### src/rtl/cska_pkg.sv
// -----------------------------------------------------------------------------
// cska_pkg
// Shared definitions for the byte-serial carry-skip adder sequencer:
//   BYTE_W  - width of one adder lane (the cska8b datapath width)
//   state_t - sequencer state encoding; 2'd3 is unused and recovers to IDLE
// -----------------------------------------------------------------------------
package cska_pkg;

   localparam int BYTE_W = 8;

   typedef enum logic [1:0] {
      IDLE = 2'd0,
      RUN  = 2'd1,
      DONE = 2'd2
   } state_t;

endpackage

### src/rtl/cska8b.sv
// -----------------------------------------------------------------------------
// cska8b
// Purely combinational 8-bit carry-skip adder built from two 4-bit ripple
// blocks. When every bit of a block propagates, the block carry-out is taken
// straight from the block carry-in, bypassing the ripple chain.
// Ports:
//   a, b - 8-bit operands
//   cin  - carry into bit 0
//   sum  - 8-bit sum
//   cout - carry out of bit 7
// -----------------------------------------------------------------------------
module cska8b (
   input  logic [7:0] a,
   input  logic [7:0] b,
   input  logic       cin,
   output logic [7:0] sum,
   output logic       cout
);

   localparam int unsigned BLK_W  = 4;
   localparam int unsigned N_BLKS = 2;

   logic [7:0]        p;
   logic [7:0]        g;
   logic [N_BLKS:0]   blk_c;
   logic              c;

   always_comb begin
      p     = a ^ b;
      g     = a & b;
      sum   = '0;
      c     = cin;
      blk_c = '0;
      blk_c[0] = cin;
      for (int unsigned blk = 0; blk < N_BLKS; blk++) begin
         c = blk_c[blk];
         for (int unsigned i = 0; i < BLK_W; i++) begin
            sum[blk*BLK_W + i] = p[blk*BLK_W + i] ^ c;
            c = g[blk*BLK_W + i] | (p[blk*BLK_W + i] & c);
         end
         // Skip path: an all-propagate block passes its carry-in through.
         blk_c[blk+1] = (&p[blk*BLK_W +: BLK_W]) ? blk_c[blk] : c;
      end
      cout = blk_c[N_BLKS];
   end

endmodule

### src/rtl/cska_seq_adder.sv
// -----------------------------------------------------------------------------
// cska_seq_adder
// Wide adder that time-shares a single cska8b across NBYTES byte lanes,
// least-significant byte first, chaining the carry through a register.
// One operation takes NBYTES RUN cycles followed by a one-cycle DONE; a start
// seen in DONE launches the next operation with no IDLE gap.
//
// Parameters:
//   NBYTES - number of 8-bit lanes (>= 1); operand width W = 8*NBYTES
// Ports:
//   clk   - rising-edge clock
//   rst_n - asynchronous active-low reset
//   start - request, accepted only in IDLE or DONE
//   a, b  - W-bit operands, latched on the accept edge
//   cin   - carry into byte 0, latched on the accept edge
//   sub   - (only with CSKA_SEQ_SUB_EN) compute a - b instead of a + b + cin
//   busy  - high while in RUN
//   done  - one-cycle pulse in DONE
//   sum   - W-bit result, valid from done until the next accept
//   cout  - carry out of the top byte (no-borrow flag in subtract mode)
//   zero  - sum == 0, same validity as sum
//
// Configuration macro:
//   CSKA_SEQ_SUB_EN - when defined, adds the sub input for a - b mod 2^W.
// -----------------------------------------------------------------------------
module cska_seq_adder
   import cska_pkg::*;
#(
   parameter int NBYTES = 4
) (
   input  logic                   clk,
   input  logic                   rst_n,
   input  logic                   start,
   input  logic [BYTE_W*NBYTES-1:0] a,
   input  logic [BYTE_W*NBYTES-1:0] b,
   input  logic                   cin,
`ifdef CSKA_SEQ_SUB_EN
   input  logic                   sub,
`endif
   output logic                   busy,
   output logic                   done,
   output logic [BYTE_W*NBYTES-1:0] sum,
   output logic                   cout,
   output logic                   zero
);

   localparam int W     = BYTE_W * NBYTES;
   localparam int IDX_W = (NBYTES > 1) ? $clog2(NBYTES) : 1;

   state_t             state_q, state_d;
   logic [IDX_W-1:0]   idx_q,   idx_d;
   logic [W-1:0]       a_q,     a_d;
   logic [W-1:0]       b_q,     b_d;
   logic [W-1:0]       sum_q,   sum_d;
   logic               carry_q, carry_d;
   logic               cout_q,  cout_d;
   logic               zero_q,  zero_d;

   logic [BYTE_W-1:0]  add_sum;
   logic               add_cout;
   logic [W-1:0]       sum_next;
   logic [W-1:0]       b_load;
   logic               c_load;
   logic               accept;
   logic               last;

   // Operand conditioning applied on the accept edge.
`ifdef CSKA_SEQ_SUB_EN
   always_comb begin
      b_load = sub ? ~b : b;
      c_load = sub ? 1'b1 : cin;
   end
`else
   always_comb begin
      b_load = b;
      c_load = cin;
   end
`endif

   cska8b u_add (
      .a    (a_q[BYTE_W-1:0]),
      .b    (b_q[BYTE_W-1:0]),
      .cin  (carry_q),
      .sum  (add_sum),
      .cout (add_cout)
   );

   // New byte enters at the top; after NBYTES passes byte 0 has reached the
   // bottom. With a single lane the shift collapses to a direct load.
   generate
      if (NBYTES == 1) begin : g_one_lane
         always_comb sum_next = add_sum;
      end else begin : g_multi_lane
         always_comb sum_next = {add_sum, sum_q[W-1:BYTE_W]};
      end
   endgenerate

   always_comb begin
      accept = start && ((state_q == IDLE) || (state_q == DONE));
      last   = (idx_q == IDX_W'(NBYTES - 1));
   end

   always_comb begin
      state_d = state_q;
      idx_d   = idx_q;
      a_d     = a_q;
      b_d     = b_q;
      sum_d   = sum_q;
      carry_d = carry_q;
      cout_d  = cout_q;
      zero_d  = zero_q;

      case (state_q)
         IDLE: begin
            if (start) state_d = RUN;
         end
         RUN: begin
            a_d     = a_q >> BYTE_W;
            b_d     = b_q >> BYTE_W;
            sum_d   = sum_next;
            carry_d = add_cout;
            idx_d   = idx_q + 1'b1;
            if (last) begin
               state_d = DONE;
               cout_d  = add_cout;
               zero_d  = (sum_next == '0);
            end
         end
         DONE: begin
            state_d = start ? RUN : IDLE;
         end
         default: begin
            state_d = IDLE;
         end
      endcase

      // Accept overrides the held operand/carry registers; sum and cout keep
      // their previous values until the run overwrites them.
      if (accept) begin
         a_d     = a;
         b_d     = b_load;
         carry_d = c_load;
         idx_d   = '0;
         zero_d  = 1'b0;
      end
   end

   always_ff @(posedge clk or negedge rst_n) begin
      if (!rst_n) begin
         state_q <= IDLE;
         idx_q   <= '0;
         a_q     <= '0;
         b_q     <= '0;
         sum_q   <= '0;
         carry_q <= 1'b0;
         cout_q  <= 1'b0;
         zero_q  <= 1'b0;
      end else begin
         state_q <= state_d;
         idx_q   <= idx_d;
         a_q     <= a_d;
         b_q     <= b_d;
         sum_q   <= sum_d;
         carry_q <= carry_d;
         cout_q  <= cout_d;
         zero_q  <= zero_d;
      end
   end

   always_comb begin
      busy = (state_q == RUN);
      done = (state_q == DONE);
      sum  = sum_q;
      cout = cout_q;
      zero = zero_q;
   end

endmodule

### config.mk
export PLATFORM = sky130hd
export DESIGN_NAME = cska_seq_adder
export DESIGN_NICKNAME = d
export VERILOG_FILES = /design/src/rtl/cska_pkg.sv /design/src/rtl/cska8b.sv /design/src/rtl/cska_seq_adder.sv
export SDC_FILE = /design/constraint.sdc
export NUM_CORES = 1
export LEC_CHECK = 0
export CORE_MARGIN = 4
export CORE_UTILIZATION = 45
export DETAILED_ROUTE_END_ITERATION = 10
export PLACE_DENSITY = 0.88
export SKIP_CTS_REPAIR_TIMING = 1
export SLEW_MARGIN = 0
export SYNTH_ARGS = -nofsm -noshare
export SYNTH_HDL_FRONTEND = slang
export SYNTH_HIERARCHICAL = 1
export SYNTH_SLANG_ARGS = --single-unit
### constraint.sdc
create_clock -name clk -period 4.2 [get_ports clk]
set_input_delay 0.84 -clock clk [delete_from_list [all_inputs] [get_ports clk]]
set_output_delay 0.84 -clock clk [all_outputs]
set_load 0.01 [all_outputs]
== Word level (Yosys, flattened, before mapping) ==
Cells that the tools add are included.

* Register bits: 103
* Input bits: 68

* $add $sub $neg: 1
* Eq/ne operators: 5
* Mux-type cells: 17
* Bitwise logic cells: 26
* Reductions and logical operators: 11

{| class="wikitable"
|+ Operators with widths
! operator !! number
|-
| 32-bit 2-to-1 mux || 4
|-
| 32-bit logical NOT || 1
|-
| 1-bit bitwise AND || 8
|-
| 8-bit bitwise AND || 1
|-
| 1-bit 2-to-1 mux || 8
|-
| 2-bit 2-to-1 mux || 4
|-
| 1-bit bitwise OR || 8
|-
| 4-bit AND reduction || 2
|-
| 1-bit bitwise XOR || 8
|-
| 8-bit bitwise XOR || 1
|-
| 2-bit case mux with 3 select lines || 1
|-
| 2-bit AND reduction || 3
|-
| 2-bit == test, second input constant || 2
|-
| 2-bit nonzero test || 2
|-
| 2-bit by 1-bit adder with 2-bit output, second input constant || 1
|-
| 2-bit by 1-bit == test with 1-bit output, second input constant || 1
|-
| 2-bit logical NOT || 1
|-
| 2-bit by 1-bit inequality test with 1-bit output, second input constant || 1
|-
| 2-bit inequality test, second input constant || 1
|-
| 1-bit logical AND || 1
|-
| 1-bit logical OR || 1
|}

== Depth between registers and ports, before layout ==
* Word-level depth: 21
* Gate-level depth with buffers: 17

== Modules after synthesis ==
Netlist, hierarchy kept.

{| class="wikitable"
|+ By module, submodules not included
! module !! times used !! cells each !! area an instance (µm²) !! sequential area each (µm²)
|-
| cska_seq_adder || 1 || 456 || 4241.6 || 2577.5
|-
| cska8b || 1 || 30 || 332.8 || 0.0
|}

== Worst setup path after synthesis ==
No wires, ideal clock.

* Path kind: register -> register
* Start point: register a_q[0]
* End point: register zero_q (netlist: zero)
* Library setup time: 0.065 ns
* Arrival: 4.062 ns
* Slack: 0.073 ns
* Stages on the path, launching flop included: 18
* Path buffers: 0
* Period minus slack after synthesis: 4.127 ns
* Cell sequence: dfrtp_1 inv_1 fa_1 inv_1 fa_1 fa_1 fa_1 mux2_4 fa_1 fa_1 fa_1 inv_1 fa_1 inv_1 nor4_1 nand4_1 nor4_1 a31o_1

* Cells in the longest elaborated chain, start to end: 21

{| class="wikitable"
|+ RTL lines
! element !! line !! source
|-
| start: declaration || cska_seq_adder.sv:52 || <nowiki>logic [W-1:0] a_q, a_d;</nowiki>
|-
| start signal: assignment || cska_seq_adder.sv:152 || <nowiki>a_q <= '0;</nowiki>
|-
| start signal: assignment || cska_seq_adder.sv:161 || <nowiki>a_q <= a_d;</nowiki>
|-
| 8-bit bitwise XOR || cska8b.sv:29 || <nowiki>p = a ^ b;</nowiki>
|-
| 1-bit bitwise AND || cska8b.sv:39 || <nowiki>c = g[blk*BLK_W + i] | (p[blk*BLK_W + i] & c);</nowiki>
|-
| 1-bit bitwise OR || cska8b.sv:39 ||
|-
| 1-bit bitwise AND || cska8b.sv:39 ||
|-
| 1-bit bitwise OR || cska8b.sv:39 ||
|-
| 1-bit bitwise AND || cska8b.sv:39 ||
|-
| 1-bit bitwise OR || cska8b.sv:39 ||
|-
| 1-bit bitwise AND || cska8b.sv:39 ||
|-
| [6 not listed] || -- ||
|-
| 1-bit bitwise AND (*) || cska8b.sv:39 ||
|-
| 1-bit bitwise OR (*) || cska8b.sv:39 ||
|-
| 1-bit bitwise XOR (*) || cska8b.sv:38 || <nowiki>sum[blk*BLK_W + i] = p[blk*BLK_W + i] ^ c;</nowiki>
|-
| via add_sum[7] || cska_seq_adder.sv:59 || <nowiki>logic [BYTE_W-1:0] add_sum;</nowiki>
|-
| 32-bit logical NOT (*) || cska_seq_adder.sv:126 || <nowiki>zero_d = (sum_next == '0);</nowiki>
|-
| 1-bit 2-to-1 mux (*) || cska_seq_adder.sv:123 || <nowiki>if (last) begin</nowiki>
|-
| 1-bit 2-to-1 mux (*) || cska_seq_adder.sv:113 || <nowiki>case (state_q)</nowiki>
|-
| 1-bit 2-to-1 mux (*) || cska_seq_adder.sv:139 || <nowiki>if (accept) begin</nowiki>
|-
| end signal: assignment || cska_seq_adder.sv:166 || <nowiki>zero_q <= zero_d;</nowiki>
|-
| end: declaration || cska_seq_adder.sv:57 || <nowiki>logic zero_q, zero_d;</nowiki>
|}

The timed path passes the listed nets; every way through them passes the cells marked *. The select of a mux whose other input is x is not followed.
A chain may end at the register's enable or synchronous reset.

== Final worst setup path ==
* Start point: register b_q[0]
* End point: register zero_q (netlist: zero)

* Cells in the longest elaborated chain, start to end: 21

{| class="wikitable"
|+ RTL lines
! element !! line !! source
|-
| start: declaration || cska_seq_adder.sv:53 || <nowiki>logic [W-1:0] b_q, b_d;</nowiki>
|-
| start signal: assignment || cska_seq_adder.sv:153 || <nowiki>b_q <= '0;</nowiki>
|-
| start signal: assignment || cska_seq_adder.sv:162 || <nowiki>b_q <= b_d;</nowiki>
|-
| 8-bit bitwise XOR || cska8b.sv:29 ||
|-
| 1-bit bitwise AND || cska8b.sv:39 ||
|-
| 1-bit bitwise OR || cska8b.sv:39 ||
|-
| 1-bit bitwise AND || cska8b.sv:39 ||
|-
| 1-bit bitwise OR || cska8b.sv:39 ||
|-
| 1-bit bitwise AND || cska8b.sv:39 ||
|-
| 1-bit bitwise OR || cska8b.sv:39 ||
|-
| 1-bit bitwise AND || cska8b.sv:39 ||
|-
| [6 not listed] || -- ||
|-
| 1-bit bitwise AND (*) || cska8b.sv:39 ||
|-
| 1-bit bitwise OR (*) || cska8b.sv:39 ||
|-
| 1-bit bitwise XOR (*) || cska8b.sv:38 ||
|-
| via add_sum[7] || cska_seq_adder.sv:59 ||
|-
| 32-bit logical NOT (*) || cska_seq_adder.sv:126 ||
|-
| 1-bit 2-to-1 mux (*) || cska_seq_adder.sv:123 ||
|-
| 1-bit 2-to-1 mux (*) || cska_seq_adder.sv:113 ||
|-
| 1-bit 2-to-1 mux (*) || cska_seq_adder.sv:139 ||
|}

Marked as above.

==> impl_metrics.csv <==
group,metric,value,unit
run_status,status,"complete, no violations",
logic_synthesis,synth_seq_area_share,0.5635,
floorplanning,die_area,11840,um2
setup_path,worstPathArrival,4.38,ns
sta,final.period_utilization,0.9779,
floorplanning,boundaryPins,104,
placed_design,dpl.cell_count,699,
floorplanning,dieHeight,108.8,um
logic_synthesis,yosys.cell_types.count,29,
power_and_ir_drop,p_per_area,805.4,nW/um2
clock_network,cts_tree,"built",
setup_path,cp.required,4.47,ns
floorplanning,fp.coreArea,9819,um2
setup_path,path_class,"register to register",
final_layout,finalNetCount,663,
global_route,antenna_found_initial,0,
global_route,grt_pass1_wl,18520,um
global_route,grt_pass1_vias,3839,
global_route,grt_start_max_net_pins,80,
logic_synthesis,syn_area_per_cell,9.412,um2
detailed_routing,first_iter_violations,168,
sta,max_freq,243.5,MHz
sta,relSlewSlack,0.4056,
logic_synthesis,ys_warn_count,6,
clock_network,cts_buffers,9,
sta,min_period,4.107,ns
global_route,overflow,0,
detailed_routing,totalWireLength,11100,um
logic_synthesis,ys_seq_elements,103,
power_and_ir_drop,p_leak,2.723,nW
setup_path,critPathMaxFanout,2,
clock_network,root_buffer,"clkbuf_8",
global_route,grtUsageTotal,0.1982,
setup_path,reg2reg_from,"b_q[0]",
global_route,busiest_layer,"met2",
placed_design,port_buffers,103,
sta,finalHoldViolCount,0,
logic_synthesis,synthCells,486,
sta,rsz0062_at_grt,"true",
detailed_routing,drtAntennaViolNets,0,
sta,tightest_slew,0.8916,ns
logic_synthesis,synth_enable_flop_cells,0,
final_layout,n_fill_cell,840,
detailed_routing,drcViolationCount,0,
logic_synthesis,syn_nets,571,
logic_synthesis,async_flop_share,1.000,
setup_path,critPathSlowestCell,"dfrtp_1",
global_route,gr-usage-met3,0.04973,
sta,finClkSkew,0.01090,ns
setup_path,worstPathCellList,"inv_2 > fa_2 > inv_2 > fa_2 > fa_2 > fa_2 > mux2_4 > fa_2 > fa_2 > fa_2 > inv_2 > fa_1 > inv_2 > nor4_2 > nand4_1 > nor4_2 > a31o_1",
logic_synthesis,netlist_area,4574,um2
clock_network,path_clk_slew,0.10,ns
setup_path,crit_path_start_kind,"register",
global_route,grt_use_met1,0.2556,
final_layout,syn_to_final_growth,29.16,%
final_layout,stdcell_count,716,
global_route,gr-usage-met2,0.3319,
floorplanning,start_util,0.4659,
setup_path,crit_path_max_incr_delay,0.41,ns
setup_path,cp.buffers_inverters,4,
detailed_routing,via_per_inst,5.201,
placed_design,dpl-instance-area,5657,um2
clock_network,cts.sinks,103,
placed_design,place_congestion,0.7922,
clock_network,clk_latency,0.37,ns
placed_design,hpwl,7831,um
sta,maxSlewViolCount,0,
setup_path,path_common_cell,"fa_2",
detailed_routing,drt-pass1-iter-count,4,
floorplanning,rows,36,
power_and_ir_drop,ir_drop,0.3196,mV
setup_path,startpoint,"b_q[0]",
detailed_routing,detail_route.wl_per_cell,15.50,um
final_layout,postLayoutCoreUtil,0.6017,
worst_hold_path,hold_class,"register to register",
logic_synthesis,ys.flop_type,"dfrtp_1",
final_layout,drive_above_1_share,0.08233,
floorplanning,fp.dieW,108.8,um
clock_network,cts_max_path_buffers,2,
setup_path,crit_family,"adder cells",
sta,timing.hold.ws,0.4873,ns
sta,setup_violations,0,
job,maxCapViolCount,0,
clock_network,htree_num_levels,3,
setup_path,endpoint_kind,"register",
sta,layout_setup_ws,0.09279,ns
final_layout,design_area,5908,um2
placed_design,place_ws,-0.2913,ns
worst_hold_path,min_from,"sum[5]",
detailed_routing,route.vias.total,3724,
final_layout,num_antenna_cells,0,
==> worst register-to-register path: cells and delay by family (launching register included) <==
kind                     cells  cell delay (ns)
buffers and inverters        4             0.25
adder cells (fa/ha/maj)      8             2.69
AND/OR/NAND/NOR              3             0.22
AO/OA/AOI/OAI                1             0.18
multiplexers                 1             0.29
flip-flops                   1             0.41
==> metrics by stage <==
step / TNS (ns) / power [mW]
floorplan: 0 / 3.241
global placement: -0.02173 / 3.909
detailed placement: -0.2913 / 4.043
CTS: -0.3281 / 4.712
global route: -0.03673 / 5.177
finish: 0 / 4.758
==> path summary, 6_finish.rpt <==
kind	cells after the start	slack [ns]	end
max	17	0.09	zero
min	2	0.49	sum[5]
max reg2reg	17	0.09	zero
min reg2reg	2	0.49	sum[5]
max in group asynchronous	2	2.65	b_q[2]
min in group asynchronous	1	0.60	sum[6]
==> logic make-up after synthesis <==
kind of cell               Yosys count  synth area share
and+or+nand+nor                    253            0.2199
DFF                                103            0.5635
AOI/OAI and AO/OA                   70            0.1028
buffers and inverters               41           0.04842
adders and majority gates           17           0.05963
muxes                                2          0.005743
==> flip-flops by register name, summed over array words and instances, names as in the netlist <==
register / count
sum: 32
idx_q: 2
a_q: 32
state_q: 2
zero: 1
cout: 1
carry_q: 1
b_q: 32
==> layout make-up <==
class	count	area, um2	area share
Timing Repair Buffer	111	1089	0.1842
Inverter	11	48.80	0.008259
Tap cell	133	166.4	0.02817
Sequential cell	103	2577	0.4363
Clock buffer	10	137.6	0.02330
Clock inverter	6	76.32	0.01292
Multi-Input combinational cell	342	1813	0.3069
==> layer usage <==
metal	vias up	wire length, um
li1	1779	-
met1	1782	4630
met2	138	5451
met3	25	747
met4	0	270
met5	-	0
==> cells in the mapped netlist (all sizes together) (2+ instances only) <==
library cell | n | share of area
a21oi | 8 | 0.0088
a22o | 9 | 0.017
a22oi | 15 | 0.025
a31oi | 20 | 0.027
buf | 27 | 0.035
clkbuf | 3 | 0.0025
dfrtp | 103 | 0.56
fa | 8 | 0.035
ha | 9 | 0.025
inv | 11 | 0.011
mux2 | 2 | 0.0057
nand2 | 187 | 0.16
nand2b | 2 | 0.0027
nand4 | 3 | 0.0041
nor2 | 49 | 0.042
nor2b | 2 | 0.0027
nor4 | 9 | 0.012
o21ai | 2 | 0.0022
o22ai | 14 | 0.019
==> power by group <==
part           total, mW  internal (mW)  switching, mW
Sequential          1.84           1.46          0.382
Combinational       2.25          0.987           1.27
Clock              0.665          0.303          0.362
Total               4.76           2.75           2.01
==> layout by cell type (no fill, tap or decap), drive strengths merged, types with 3 or more instances in the layout <==
cell and count:
nor4 9, a22oi 15, a22o 9, buf 9, o22ai 14, fa 8
a31oi 20, clkbuf 10, ha 9, nor2 49, dfrtp 103, nand2 187
inv 14, clkdlybuf4s50 102, nand4 3, a21oi 8
No activity file was read; power rests on OpenSTA's default activity.
